### src/rtl/ccc_lock_rst_pkg.sv
// Shared types and default constants for the CCC lock-qualified reset controller.
package ccc_lock_rst_pkg;

  typedef enum logic [1:0] {
    S_WAIT   = 2'd0,
    S_STABLE = 2'd1,
    S_HOLD   = 2'd2,
    S_RUN    = 2'd3
  } lock_state_t;

  localparam int unsigned DEF_SYNC_STAGES        = 2;
  localparam int unsigned DEF_LOCK_STABLE_CYCLES = 1024;
  localparam int unsigned DEF_RST_HOLD_CYCLES    = 16;
  localparam int unsigned DEF_CNT_W              = 8;
  localparam int unsigned DEF_TIMEOUT_CYCLES     = 65536;

  // Bits needed to hold a count running 0..n-1 (never less than one bit).
  function automatic int unsigned cnt_bits(input int unsigned n);
    return (n <= 2) ? 1 : $clog2(n);
  endfunction

endpackage

### src/rtl/ccc_lock_sync.sv
// Multi-flop synchronizer bringing the asynchronous CCC LOCK into the GL0 domain.
module ccc_lock_sync #(
  parameter int unsigned STAGES = 2
) (
  input  logic clk,
  input  logic rst_n,
  input  logic d,
  output logic q
);

  logic [STAGES-1:0] sync_reg;

  always_ff @(posedge clk) begin
    if (!rst_n) begin
      sync_reg <= '0;
    end else begin
      sync_reg <= {sync_reg[STAGES-2:0], d};
    end
  end

  assign q = sync_reg[STAGES-1];

endmodule

### src/rtl/ccc_lock_reset_ctrl.sv
// Qualifies CCC LOCK and generates the fabric reset/READY with sticky lock-loss diagnostics.
// Optional lock-acquire timeout is built only when LOCK_TIMEOUT_EN is defined.
module ccc_lock_reset_ctrl
  import ccc_lock_rst_pkg::*;
#(
  parameter int unsigned SYNC_STAGES        = DEF_SYNC_STAGES,
  parameter int unsigned LOCK_STABLE_CYCLES = DEF_LOCK_STABLE_CYCLES,
  parameter int unsigned RST_HOLD_CYCLES    = DEF_RST_HOLD_CYCLES,
  parameter int unsigned CNT_W              = DEF_CNT_W,
  parameter int unsigned TIMEOUT_CYCLES     = DEF_TIMEOUT_CYCLES
) (
  input  logic             GL0,
  input  logic             RESET_N,
  input  logic             LOCK,
  input  logic             CLR_STATUS,
  output logic             SYS_RESET_N,
  output logic             READY,
  output logic             LOCK_LOST,
  output logic [CNT_W-1:0] LOSS_COUNT,
  output logic             LOCK_TIMEOUT
);

  localparam int unsigned QMAX = (LOCK_STABLE_CYCLES > RST_HOLD_CYCLES) ?
                                 LOCK_STABLE_CYCLES : RST_HOLD_CYCLES;
  localparam int unsigned QW   = cnt_bits(QMAX);
  localparam logic [QW-1:0] STABLE_LAST = QW'(LOCK_STABLE_CYCLES - 1);
  localparam logic [QW-1:0] HOLD_LAST   = QW'(RST_HOLD_CYCLES - 1);

  logic        lock_s;
  lock_state_t state_reg, state_next;
  logic [QW-1:0] cnt_reg, cnt_next;
  logic        loss_event;

  ccc_lock_sync #(
    .STAGES(SYNC_STAGES)
  ) u_lock_sync (
    .clk   (GL0),
    .rst_n (RESET_N),
    .d     (LOCK),
    .q     (lock_s)
  );

  // One counter serves both qualification phases; any lock_s drop restarts from S_WAIT.
  always_comb begin
    state_next = state_reg;
    cnt_next   = cnt_reg;
    case (state_reg)
      S_WAIT: begin
        cnt_next = '0;
        if (lock_s) state_next = S_STABLE;
      end
      S_STABLE: begin
        if (!lock_s) begin
          state_next = S_WAIT;
          cnt_next   = '0;
        end else if (cnt_reg == STABLE_LAST) begin
          state_next = S_HOLD;
          cnt_next   = '0;
        end else begin
          cnt_next = cnt_reg + 1'b1;
        end
      end
      S_HOLD: begin
        if (!lock_s) begin
          state_next = S_WAIT;
          cnt_next   = '0;
        end else if (cnt_reg == HOLD_LAST) begin
          state_next = S_RUN;
          cnt_next   = '0;
        end else begin
          cnt_next = cnt_reg + 1'b1;
        end
      end
      S_RUN: begin
        cnt_next = '0;
        if (!lock_s) state_next = S_WAIT;
      end
      default: begin
        state_next = S_WAIT;
        cnt_next   = '0;
      end
    endcase
  end

  assign loss_event = (state_reg == S_RUN) && !lock_s;

  always_ff @(posedge GL0) begin
    if (!RESET_N) begin
      state_reg   <= S_WAIT;
      cnt_reg     <= '0;
      SYS_RESET_N <= 1'b0;
      READY       <= 1'b0;
      LOCK_LOST   <= 1'b0;
      LOSS_COUNT  <= '0;
    end else begin
      state_reg   <= state_next;
      cnt_reg     <= cnt_next;
      SYS_RESET_N <= (state_next == S_RUN);
      READY       <= (state_next == S_RUN);
      // A loss in the same cycle as a clear leaves a fresh count of one.
      if (loss_event) begin
        LOCK_LOST <= 1'b1;
        if (CLR_STATUS) begin
          LOSS_COUNT <= CNT_W'(1);
        end else if (LOSS_COUNT != '1) begin
          LOSS_COUNT <= LOSS_COUNT + 1'b1;
        end
      end else if (CLR_STATUS) begin
        LOCK_LOST  <= 1'b0;
        LOSS_COUNT <= '0;
      end
    end
  end

`ifdef LOCK_TIMEOUT_EN
  localparam int unsigned TW = cnt_bits(TIMEOUT_CYCLES);
  localparam logic [TW-1:0] TO_LAST = TW'(TIMEOUT_CYCLES - 1);

  logic [TW-1:0] tcnt_reg;
  logic          timeout_reg;

  always_ff @(posedge GL0) begin
    if (!RESET_N) begin
      tcnt_reg    <= '0;
      timeout_reg <= 1'b0;
    end else if (CLR_STATUS) begin
      tcnt_reg    <= '0;
      timeout_reg <= 1'b0;
    end else if ((state_reg == S_RUN) || (state_next == S_RUN)) begin
      tcnt_reg <= '0;
    end else if (tcnt_reg == TO_LAST) begin
      timeout_reg <= 1'b1;
    end else begin
      tcnt_reg <= tcnt_reg + 1'b1;
    end
  end

  assign LOCK_TIMEOUT = timeout_reg;
`else
  assign LOCK_TIMEOUT = 1'b0;
`endif

endmodule

### config.mk
export PLATFORM = sky130hd
export DESIGN_NAME = ccc_lock_reset_ctrl
export DESIGN_NICKNAME = d
export VERILOG_FILES = /design/src/rtl/ccc_lock_rst_pkg.sv /design/src/rtl/ccc_lock_sync.sv /design/src/rtl/ccc_lock_reset_ctrl.sv
export SDC_FILE = /design/constraint.sdc
export NUM_CORES = 1
export LEC_CHECK = 0
export BUFFER_PORTS_ARGS = -buffer_cell sky130_fd_sc_hd__buf_2
export CAP_MARGIN = 10
export CORE_ASPECT_RATIO = 1.75
export CORE_MARGIN = 5
export CORE_UTILIZATION = 40
export CTS_BUF_LIST = sky130_fd_sc_hd__clkbuf_8
export DETAILED_ROUTE_END_ITERATION = 7
export GPL_TIMING_DRIVEN = 1
export PLACE_DENSITY = 0.68
export SLEW_MARGIN = 10
export SYNTH_ARGS = -nofsm -noshare
export SYNTH_HDL_FRONTEND = slang
export SYNTH_SLANG_ARGS = --single-unit
### constraint.sdc
create_clock -name GL0 -period 1.28 [get_ports GL0]
set_input_delay 0.192 -clock GL0 [delete_from_list [all_inputs] [get_ports GL0]]
set_output_delay 0.192 -clock GL0 [all_outputs]
set_load 0.005 [all_outputs]
==> results.yml <==
status:
  status: "complete, but fails checks"
  violations: "setup timing"
die:
  initial_core_util_pct: 42.0
  rows: 24
  io_pins: 16
  fp.dieW_microns: 48.9
  coreArea_sq_mm: 0.00252
  die_y_microns: 78.1
  die-area_sq_mm: 0.00382
clock_tree:
  cts_tree: "done"
  root_buffer: "clkbuf_8"
  ctsHoldBuffers: 0
  clockBufferDepth: 2
  cts_sinks: 24
  h-tree-depth: 1
  clkSlewWorstSetupHoldPaths_ns: 0.08
  clock_latency_ns: 0.27
  numCtsBuffers: 3
global_route:
  grt_first_pass_wirelength_mm: 4.00
  grt-ovfl-total: 0
  met3_usage_pct: 2.08
  grt_pass1_vias: 962
  grt_antenna_before_repair: 0
  grt_util_met2_pct: 25.9
  grtUsageTotal_pct: 13.0
  use_met1_pct: 11.9
  grt_max_degree: 13
  busiest_layer: "met2"
drt:
  drc: 0
  drtIter0Drc: 10
  finalWirelength_mm: 2.44
  drtPass1Iterations: 4
  final_antenna_net_count: 0
  routedWlPerCell_microns: 13.4
  routed-via-count: 971
  routed_via_density: 5.34
min_path:
  hold_path_class: "input pin to flip-flop"
  hold_depth: 2
  worstHoldStart: "LOCK"
pwr:
  power_density_mw_per_mm2: 793
  p_leak_nw: 0.640
  vdd_drop_max_mv: 0.657
synthesis:
  yosys.cell_types.count: 35
  synth_edf_count: 0
  synth_ff_type: "dfxtp_1"
  syn_nets: 118
  ys_seq_area_share_pct: 45.4
  postSynthCellCount: 112
  syn-cell-area_sq_mm: 0.00106
  synthSimpleGateAreaFrac_pct: 26.8
  synthAdderAreaFrac_pct: 2.36
  synth_async_sr_flop_share_pct: 0
  synth_compound_area_share_pct: 10.8
  synth_top_family_by_area: "simple AND/OR/NAND/NOR gates"
  synth.avg_cell_area_sq_um: 9.45
  synthMuxAreaShare_pct: 1.89
  synth-seq-cells: 24
  yosysTopAreaCell: "dfxtp_1"
  netlist_top_cells_area: "dfxtp_1 (45%), xor2_1 (7.4%), nor2_1 (5.0%)"
  ys_warn_count: 0
  synth-xor-area-share_pct: 9.93
  netlist.area_leader.share_pct: 45.4
sta:
  finalCritPeriodShare_pct: 106
  finalSetupViolations: 13
  report.final.slew_viol_count: 0
  rsz0062_at_grt: "true"
  finalHoldViolCount: 0
  fmax_mhz: 734
  fin_ws_ns: -0.0829
  period_needed_ns: 1.36
  finalClockSkew_ns: 0.00165
setup_path:
  cpPeakStageDelay_ns: 0.35
  cp_slowest_cell: "dfxtp_2"
  critPathMaxFanout: 8
  r2r_start: "cnt_reg[8]"
  r2r_cells: 4
  worst_setup_path_end_kind: "flip-flop"
  path_cells: "nor4_4 > a31oi_4 > a32oi_4 > nor2b_1"
  crit_arrival_ns: 1.51
  cp-startpoint: "cnt_reg[8]"
  crit_required_ns: 1.43
  criticalPathCategory: "flip-flop to flip-flop"
  start_kind: "flip-flop"
final_layout:
  final_area_sq_mm: 0.00155
  fin_nets: 164
  utilization_pct: 61.3
  largest_reg_flops: 10
  drive_gt1_share_pct: 42.9
  n_fill_cell: 234
  syn_to_final_growth_pct: 46.0
  diodes: 0
placement:
  preCtsSetupSlack_ns: -0.156
  port-buffer-count: 14
  place_area_sq_mm: 0.00142
  dp_hpwl_mm: 1.83
  gp_congestion: 0.781
flow_run:
  maxCapViolations: 0
[placed cells by master, fill, tap and decap left out, drive strengths merged, types with 2 or more instances in the layout]
| cell | n |
|---|---|
| xnor2 | 3 |
| xor2 | 9 |
| nand2 | 7 |
| nand4 | 4 |
| clkbuf | 3 |
| and4 | 3 |
| a31oi | 3 |
| ha | 2 |
| mux2i | 2 |
| nor2 | 14 |
| dfxtp | 24 |
| a21oi | 2 |
| o211ai | 3 |
| and2 | 2 |
| and3 | 3 |
| nor3 | 5 |
| buf | 43 |
| inv | 3 |
| nand3 | 4 |
[worst max-delay path: cells and delay by family (launching register included)]
family          cells  cell delay, ns
simple gates        2            0.42
compound gates      2            0.46
flops               1            0.35
[report_power, final]
group | internal [W] | total (W) | leakage (nW) | switching [W]
Combinational | 0.0000139 | 0.0000305 | 0.420 | 0.0000166
Sequential | 0.000745 | 0.000747 | 0.198 | 0.00000172
Clock | 0.000211 | 0.000447 | 0.0216 | 0.000237
[metrics by stage]
step                instances  setup TNS [ns]  total power [W]  hold slack (ns)
finish                    182          -0.761          0.00122            0.129
global route              182           -1.91          0.00126            0.125
CTS                       179           -1.05          0.00123            0.129
detailed placement        175           -1.43         0.000799            0.406
global placement          175          -0.566         0.000798            0.409
floorplan                 112               0         0.000785            0.314
[worst paths after layout]
kind                                   to  slack (ns)
hold reg to reg   u_lock_sync.sync_reg[1]        0.44
hold / removal    u_lock_sync.sync_reg[0]        0.13
setup reg to reg               cnt_reg[1]       -0.08
setup / recovery               cnt_reg[1]       -0.08
[kinds of logic after synthesis]
family	Yosys count
compound gates	15
xor+xnor	12
fa+ha+maj	2
buf+inv	5
flops	24
mux	2
other cells	1
simple gates	51
[area by class of cell]
cell class | instances | area, sq um | area share (%)
inverter | 3 | 11.3 | 0.729
clock buffer | 3 | 41.3 | 2.67
multi-input combinational | 83 | 667 | 43.2
sequential | 24 | 494 | 32.0
tap | 26 | 32.5 | 2.11
timing repair buffer | 43 | 299 | 19.4
[synth_stat cells (all sizes together) (3+ instances only)]
cell type and number:
xor2 9, o211ai 3, xnor2 3, nor2 14, dfxtp 24, nand4 4, a31oi 3, and4 3
nor3 5, inv 3, nand3 4, nand2 7, and3 3
[timing repair]
action,4_1_cts,5_1_grt
pin swaps,8,13
endpoints found under the setup margin,16,18
buffers inserted,1,3
gates resized for setup,3,11
gates cloned,0,0
[metal layers]
layer / up-vias / routed length, microns / part of all wire (%)
met1: 456 / 901 / 37
met3: 5 / 75 / 3.1
met4: 0 / 51 / 2.1
met2: 20 / 1410 / 58
li1: 490 / - / -
met5: - / 0 / 0
(Power assumes the default switching activity.)
